## config.mk

```make
export PLATFORM = sky130hd
export DESIGN_NAME = player_motion_controller
export DESIGN_NICKNAME = d
export VERILOG_FILES = /design/src/rtl/player_motion_controller_pkg.sv /design/src/rtl/player_motion_controller_motion_step.sv /design/src/rtl/player_motion_controller.sv
export SDC_FILE = /design/constraint.sdc
export NUM_CORES = 1
export LEC_CHECK = 0
export CORE_MARGIN = 2
export CORE_UTILIZATION = 40
export CTS_BUF_LIST = sky130_fd_sc_hd__clkbuf_2
export DETAILED_ROUTE_END_ITERATION = 10
export GPL_ROUTABILITY_DRIVEN = 0
export GPL_TIMING_DRIVEN = 0
export PLACE_DENSITY = 0.63
export SYNTH_ARGS = -nofsm -noshare
export SYNTH_HDL_FRONTEND = slang
export SYNTH_SLANG_ARGS = --single-unit
```

## constraint.sdc

```tcl
create_clock -name clock -period 5.5 [get_ports clock]
set_input_delay 1.1 -clock clock [delete_from_list [all_inputs] [get_ports clock]]
set_output_delay 1.1 -clock clock [all_outputs]
set_load 0.01 [all_outputs]
```

## src/rtl/player_motion_controller_pkg.sv

```systemverilog
// Shared types and constants for the player motion controller and its step logic.
package player_motion_controller_pkg;

    localparam int unsigned Y_W  = 4;
    localparam int unsigned WD_W = 5;

    localparam logic [Y_W-1:0]  Y_MIN    = 4'd1;
    localparam logic [Y_W-1:0]  Y_MAX    = 4'd14;
    localparam logic [WD_W-1:0] WD_LIMIT = 5'd31;

    typedef enum logic [2:0] {
        IDLE,
        REQ,
        WAIT_BUSY,
        WAIT_DONE,
        APPLY
    } state_t;

    typedef struct packed {
        logic left;
        logic right;
        logic up;
        logic down;
    } coll_flags_t;

    // Keep rows inside the band where the detector's +-1 neighbour reads stay valid.
    function automatic logic [Y_W-1:0] clamp_y(input logic [Y_W-1:0] y);
        logic [Y_W-1:0] r;
        r = y;
        if (y < Y_MIN) r = Y_MIN;
        else if (y > Y_MAX) r = Y_MAX;
        return r;
    endfunction

endpackage

```

## src/rtl/player_motion_controller_motion_step.sv

```systemverilog
// Combinational next-position logic; vertical behaviour selected by GRAVITY_EN.
module motion_step
    import player_motion_controller_pkg::*;
#(
    parameter int unsigned TILEMAP_LENGTH = 100,
    parameter int unsigned X_W            = 7
`ifdef GRAVITY_EN
    ,
    parameter int unsigned JUMP_HEIGHT    = 3,
    parameter int unsigned JC_W           = 2
`endif
) (
    input  logic [X_W-1:0]  x,
    input  logic [Y_W-1:0]  y,
    input  logic            btn_left,
    input  logic            btn_right,
    input  logic            btn_jump,
`ifdef GRAVITY_EN
    input  logic            jumping,
    input  logic [JC_W-1:0] jump_cnt,
    output logic            next_jumping,
    output logic [JC_W-1:0] next_jump_cnt,
`else
    input  logic            btn_down,
`endif
    input  coll_flags_t     coll,
    output logic [X_W-1:0]  next_x,
    output logic [Y_W-1:0]  next_y
);

    localparam logic [X_W-1:0] X_LO = X_W'(1);
    localparam logic [X_W-1:0] X_HI = X_W'(TILEMAP_LENGTH - 2);

    logic [X_W-1:0] nx;
    logic [Y_W-1:0] ny;

    // Horizontal: a single pressed direction moves one tile unless blocked or at the edge.
    always_comb begin
        nx = x;
        if (btn_left && !btn_right && !coll.left && (x > X_LO))
            nx = x - X_W'(1);
        else if (btn_right && !btn_left && !coll.right && (x < X_HI))
            nx = x + X_W'(1);
        next_x = (nx < X_LO) ? X_LO : ((nx > X_HI) ? X_HI : nx);
    end

`ifdef GRAVITY_EN
    logic            jump_start;
    logic            ascending;
    logic [JC_W-1:0] cnt;

    // A jump takes its first row on the same update it starts.
    always_comb begin
        ny            = y;
        next_jumping  = jumping;
        next_jump_cnt = jump_cnt;
        jump_start    = btn_jump && coll.down && !jumping;
        ascending     = jumping || jump_start;
        cnt           = jump_start ? JC_W'(JUMP_HEIGHT) : jump_cnt;
        if (ascending) begin
            if (coll.up || (cnt == '0) || (y <= Y_MIN)) begin
                next_jumping  = 1'b0;
                next_jump_cnt = '0;
            end else begin
                ny            = y - Y_W'(1);
                next_jump_cnt = cnt - JC_W'(1);
                next_jumping  = (cnt != JC_W'(1));
            end
        end else if (!coll.down && (y < Y_MAX)) begin
            ny = y + Y_W'(1);
        end
        next_y = clamp_y(ny);
    end
`else
    always_comb begin
        ny = y;
        if (btn_jump && !btn_down && !coll.up && (y > Y_MIN))
            ny = y - Y_W'(1);
        else if (btn_down && !btn_jump && !coll.down && (y < Y_MAX))
            ny = y + Y_W'(1);
        next_y = clamp_y(ny);
    end
`endif

endmodule

```

## src/rtl/player_motion_controller.sv

```systemverilog
// Frame-update sequencer: handshakes with the collision detector, then applies one move.
// Optional GRAVITY_EN selects jump/fall physics instead of free up/down movement.
module player_motion_controller
    import player_motion_controller_pkg::*;
#(
    parameter int unsigned TILEMAP_LENGTH = 100,
    parameter int unsigned X_W            = 7,
    parameter int unsigned JUMP_HEIGHT    = 3,
    parameter int unsigned X_START        = 1,
    parameter int unsigned Y_START        = 13
) (
    input  logic           clock,
    input  logic           resetn,
    input  logic           tick,
    input  logic           btn_left,
    input  logic           btn_right,
    input  logic           btn_jump,
    input  logic           btn_down,
    input  logic           coll_left,
    input  logic           coll_right,
    input  logic           coll_up,
    input  logic           coll_down,
    input  logic           coll_done,
    output logic           coll_enable,
    output logic [X_W-1:0] x_location,
    output logic [Y_W-1:0] y_location,
    output logic           jumping,
    output logic           update_done,
    output logic           timeout
);

    state_t          state, next_state;
    logic [WD_W-1:0] wd_q, wd_d;
    logic            latch_en;
    logic            timeout_evt;
    coll_flags_t     coll_q;
    logic [X_W-1:0]  next_x;
    logic [Y_W-1:0]  next_y;

    always_ff @(posedge clock or negedge resetn) begin
        if (!resetn) state <= IDLE;
        else         state <= next_state;
    end

    // Detector idles with coll_done high, so a request is seen as a low phase then a high edge.
    always_comb begin
        next_state  = state;
        wd_d        = '0;
        latch_en    = 1'b0;
        timeout_evt = 1'b0;
        case (state)
            IDLE:      if (tick) next_state = REQ;
            REQ:       next_state = WAIT_BUSY;
            WAIT_BUSY: begin
                if (wd_q == WD_LIMIT) begin
                    timeout_evt = 1'b1;
                    next_state  = IDLE;
                end else begin
                    wd_d = wd_q + WD_W'(1);
                    if (!coll_done) next_state = WAIT_DONE;
                end
            end
            WAIT_DONE: begin
                if (wd_q == WD_LIMIT) begin
                    timeout_evt = 1'b1;
                    next_state  = IDLE;
                end else begin
                    wd_d = wd_q + WD_W'(1);
                    if (coll_done) begin
                        latch_en   = 1'b1;
                        next_state = APPLY;
                    end
                end
            end
            APPLY:     next_state = IDLE;
            default:   next_state = IDLE;
        endcase
    end

    always_ff @(posedge clock or negedge resetn) begin
        if (!resetn) begin
            x_location  <= X_W'(X_START);
            y_location  <= Y_W'(Y_START);
            wd_q        <= '0;
            coll_q      <= '0;
            coll_enable <= 1'b0;
            update_done <= 1'b0;
            timeout     <= 1'b0;
        end else begin
            wd_q        <= wd_d;
            coll_enable <= (next_state == REQ);
            update_done <= (state == APPLY) || timeout_evt;
            if (timeout_evt) timeout <= 1'b1;
            if (latch_en) begin
                coll_q <= '{left: coll_left, right: coll_right, up: coll_up, down: coll_down};
            end
            if (state == APPLY) begin
                x_location <= next_x;
                y_location <= next_y;
            end
        end
    end

`ifdef GRAVITY_EN
    localparam int unsigned JC_W = $clog2(JUMP_HEIGHT + 1);

    logic [JC_W-1:0] jump_cnt, next_jump_cnt;
    logic            next_jumping;

    always_ff @(posedge clock or negedge resetn) begin
        if (!resetn) begin
            jumping  <= 1'b0;
            jump_cnt <= '0;
        end else if (state == APPLY) begin
            jumping  <= next_jumping;
            jump_cnt <= next_jump_cnt;
        end
    end

    motion_step #(
        .TILEMAP_LENGTH (TILEMAP_LENGTH),
        .X_W            (X_W),
        .JUMP_HEIGHT    (JUMP_HEIGHT),
        .JC_W           (JC_W)
    ) u_motion_step (
        .x             (x_location),
        .y             (y_location),
        .btn_left      (btn_left),
        .btn_right     (btn_right),
        .btn_jump      (btn_jump),
        .jumping       (jumping),
        .jump_cnt      (jump_cnt),
        .next_jumping  (next_jumping),
        .next_jump_cnt (next_jump_cnt),
        .coll          (coll_q),
        .next_x        (next_x),
        .next_y        (next_y)
    );
`else
    assign jumping = 1'b0;

    motion_step #(
        .TILEMAP_LENGTH (TILEMAP_LENGTH),
        .X_W            (X_W)
    ) u_motion_step (
        .x         (x_location),
        .y         (y_location),
        .btn_left  (btn_left),
        .btn_right (btn_right),
        .btn_jump  (btn_jump),
        .btn_down  (btn_down),
        .coll      (coll_q),
        .next_x    (next_x),
        .next_y    (next_y)
    );
`endif

endmodule
```

==> flow_metrics.py <==
metrics = {
    "run_status": {
        "status": "complete, no violations",
    },
    "clock_network": {
        "cts_resized": 0,
        "cts_hold_buffers": 0,
        "clock_path_buffers": 2,
        "clkTransAtPathRegs_ns": 0.25,
        "clkSinkCount": 26,
        "clock_latency_ns": 0.36,
        "cts_made_buffers": 3,
        "cts_tree": "built",
        "cts_root_buf": "clkbuf_2",
        "htree_levels": 1,
        "post-cts-setup-buffers": 0,
    },
    "logic_synthesis": {
        "synth_edf_count": 0,
        "ys_seq_elements": 26,
        "avgSynthCellArea_um2": 9.69,
        "ys_seq_area_share_pct": 36.2,
        "syn_area_mm2": 0.00181,
        "synth_area_leader_cell": "dfrtp_1",
        "ys.flop_type": "dfrtp_1",
        "ys_types": 60,
        "synthTopCellsByArea": "dfrtp_1, dfstp_2, ha_1",
        "async_flop_share_pct": 100,
        "ys.warnings.count": 0,
        "synthCells": 187,
        "netlist.area_leader.share_pct": 30.4,
        "syn_nets": 207,
    },
    "setup_path": {
        "required_ns": 5.79,
        "cp-start-kind": "input port",
        "critPathCaptureType": "flip-flop",
        "critPathArrivalTime_ns": 3.40,
        "path_max_fanout": 5,
        "critPathKind": "input port to flip-flop",
    },
    "drt": {
        "route.vias.total": 1464,
        "remaining_drc_errors": 0,
        "post_drt_wl_per_cell_um": 13.6,
        "routed_wl_um": 3650,
        "firstDrtPassIters": 4,
        "drtAntennaViolNets": 0,
        "drt_iter0_markers": 88,
        "viasPerCell": 5.46,
    },
    "timing": {
        "holdWs_ns": 0.482,
        "slew_headroom_pct": 24.2,
        "rsz0062_at_grt": "no",
        "hold_viol": 0,
        "max_freq_ghz": 0.321,
        "final_max_slew_viol_count": 0,
        "skew_ns": 0.0154,
        "fin_tns_setup_ns": 0,
        "layout_min_cycle_time_ns": 3.11,
        "max_slew.worst_pin.slew_ns": 1.13,
        "finalCritPeriodShare_pct": 56.6,
        "setup_violations": 0,
    },
    "finish": {
        "nNetsFinal": 237,
        "utilization_pct": 49.9,
        "final_cell_mix": "clkdlybuf4s50_1, dfrtp_1, nand2_1, nor2_1",
        "diodes": 0,
        "layout-drive-gt1-share_pct": 16.2,
        "syn2layout_area_growth_pct": 19.9,
        "final_common_cell": "clkdlybuf4s50_1",
    },
    "floorplanning": {
        "num_rows": 24,
        "start_util_pct": 41.6,
        "core_mm2": 0.00435,
        "io_pins": 27,
        "die_w_um": 71.3,
        "fp.dieH_um": 71.3,
        "die-area_mm2": 0.00508,
    },
    "grt": {
        "grt.overflow.total": 0,
        "grt_first_pass_wirelength_um": 6510,
        "antenna_found_initial": 0,
        "grt_pass1_vias": 1417,
        "grt_max_degree": 27,
        "track_usage_pct": 15.6,
    },
    "power": {
        "p_leak_uw": 0.000940,
        "ir_drop_mv": 0.208,
        "power_density_mw_per_mm2": 435,
    },
    "place": {
        "dpl.hpwl_um": 2760,
        "port_buffers": 25,
    },
    "worst_hold_path": {
        "min_path_type": "flip-flop to flip-flop",
    },
    "run": {
        "drv_cap": 0,
    },
}
routing by layer:
metal  share of wire, %  track usage, %  vias to the layer above
met5                  0               0                        -
met4               0.74            3.14                        0
met3                3.7            2.95                        2
met2                 46            24.9                       25
met1                 50            22.1                      695
li1                   -               -                      742
worst paths after layout:
path                       cells after the start     startpoint       endpoint  slack (ns)
hold reg to reg                                1        wd_q[0]        wd_q[0]        0.48
setup / recovery                               8       btn_left  x_location[1]        2.39
hold / removal                                 1        wd_q[0]        wd_q[0]        0.48
setup reg to reg                              10  x_location[0]  x_location[1]        2.68
min in group asynchronous                      1         resetn        wd_q[2]        1.30
max in group asynchronous                      1         resetn      coll_q[3]        3.52
area by class of cell:
cell class	instances	area, um2
Fill cell	422	2180
Multi-Input combinational cell	146	1050
Sequential cell	26	656
Timing Repair Buffer	25	250
Buffer	8	77.6
Tap cell	52	65.1
Clock inverter	1	30.0
Inverter	7	26.3
Clock buffer	3	15.0
sequential cells by signal, summed over array words and instances, names as in the netlist:
| signal | count |
|---|---|
| wd_q | 5 |
| y_location | 4 |
| update_done | 1 |
| x_location | 7 |
| state | 3 |
| timeout | 1 |
| coll_q | 4 |
| coll_enable | 1 |
cell families after synthesis:
logic type | count (synthesis) | share of synthesized area [%]
buf+inv | 15 | 5.73
fa+ha+maj | 8 | 5.53
mux | 9 | 5.52
xor+xnor | 8 | 3.87
compound gates | 46 | 21.2
flops | 26 | 36.2
simple gates | 74 | 21.8
other cells | 1 | 0.207
power by group:
| part | switching [uW] | internal [uW] |
|---|---|---|
| logic | 244 | 238 |
| clock network | 57.8 | 62.6 |
| registers | 78.9 | 264 |
| total | 381 | 565 |
worst max-delay path, stage by stage:
cell	delay, ns
clkdlybuf4s50_1	0.54
or3b_4	0.44
a2111oi_4	0.31
mux2_4	0.36
a21o_2	0.21
a41oi_1	0.21
o21ai_0	0.12
o21ai_0	0.10
metrics by stage:
step           worst slack (ns)  cell area [um2]  total power, uW  std cells
3_3_place_gp               2.02             2130              831        264
6_report                   2.39             2170              946        268
5_1_grt                    2.24             2170             1030        268
2_1_floorplan              2.72             1810              676        187
4_1_cts                    2.40             2170              954        268
3_5_place_dp               2.01             2130              831        264
synth_stat cells, drive strengths merged (2+ instances only):
cell     n
a22oi    2
or3      3
o32a     2
o221ai   2
nand2b   4
a41oi    4
o21ai    8
a21o     3
nor4     4
clkbuf   4
inv      7
and3     2
nand3    6
o21bai   2
or3b     2
nand2   21
nor2    18
nor3     3
buf      4
a211oi   3
dfrtp   22
and2     6
xor2     5
xnor2    3
a21oi    4
a31oi    3
mux2i    4
dfstp    4
mux2     5
ha       8
No activity file was read; power rests on OpenSTA's default activity.
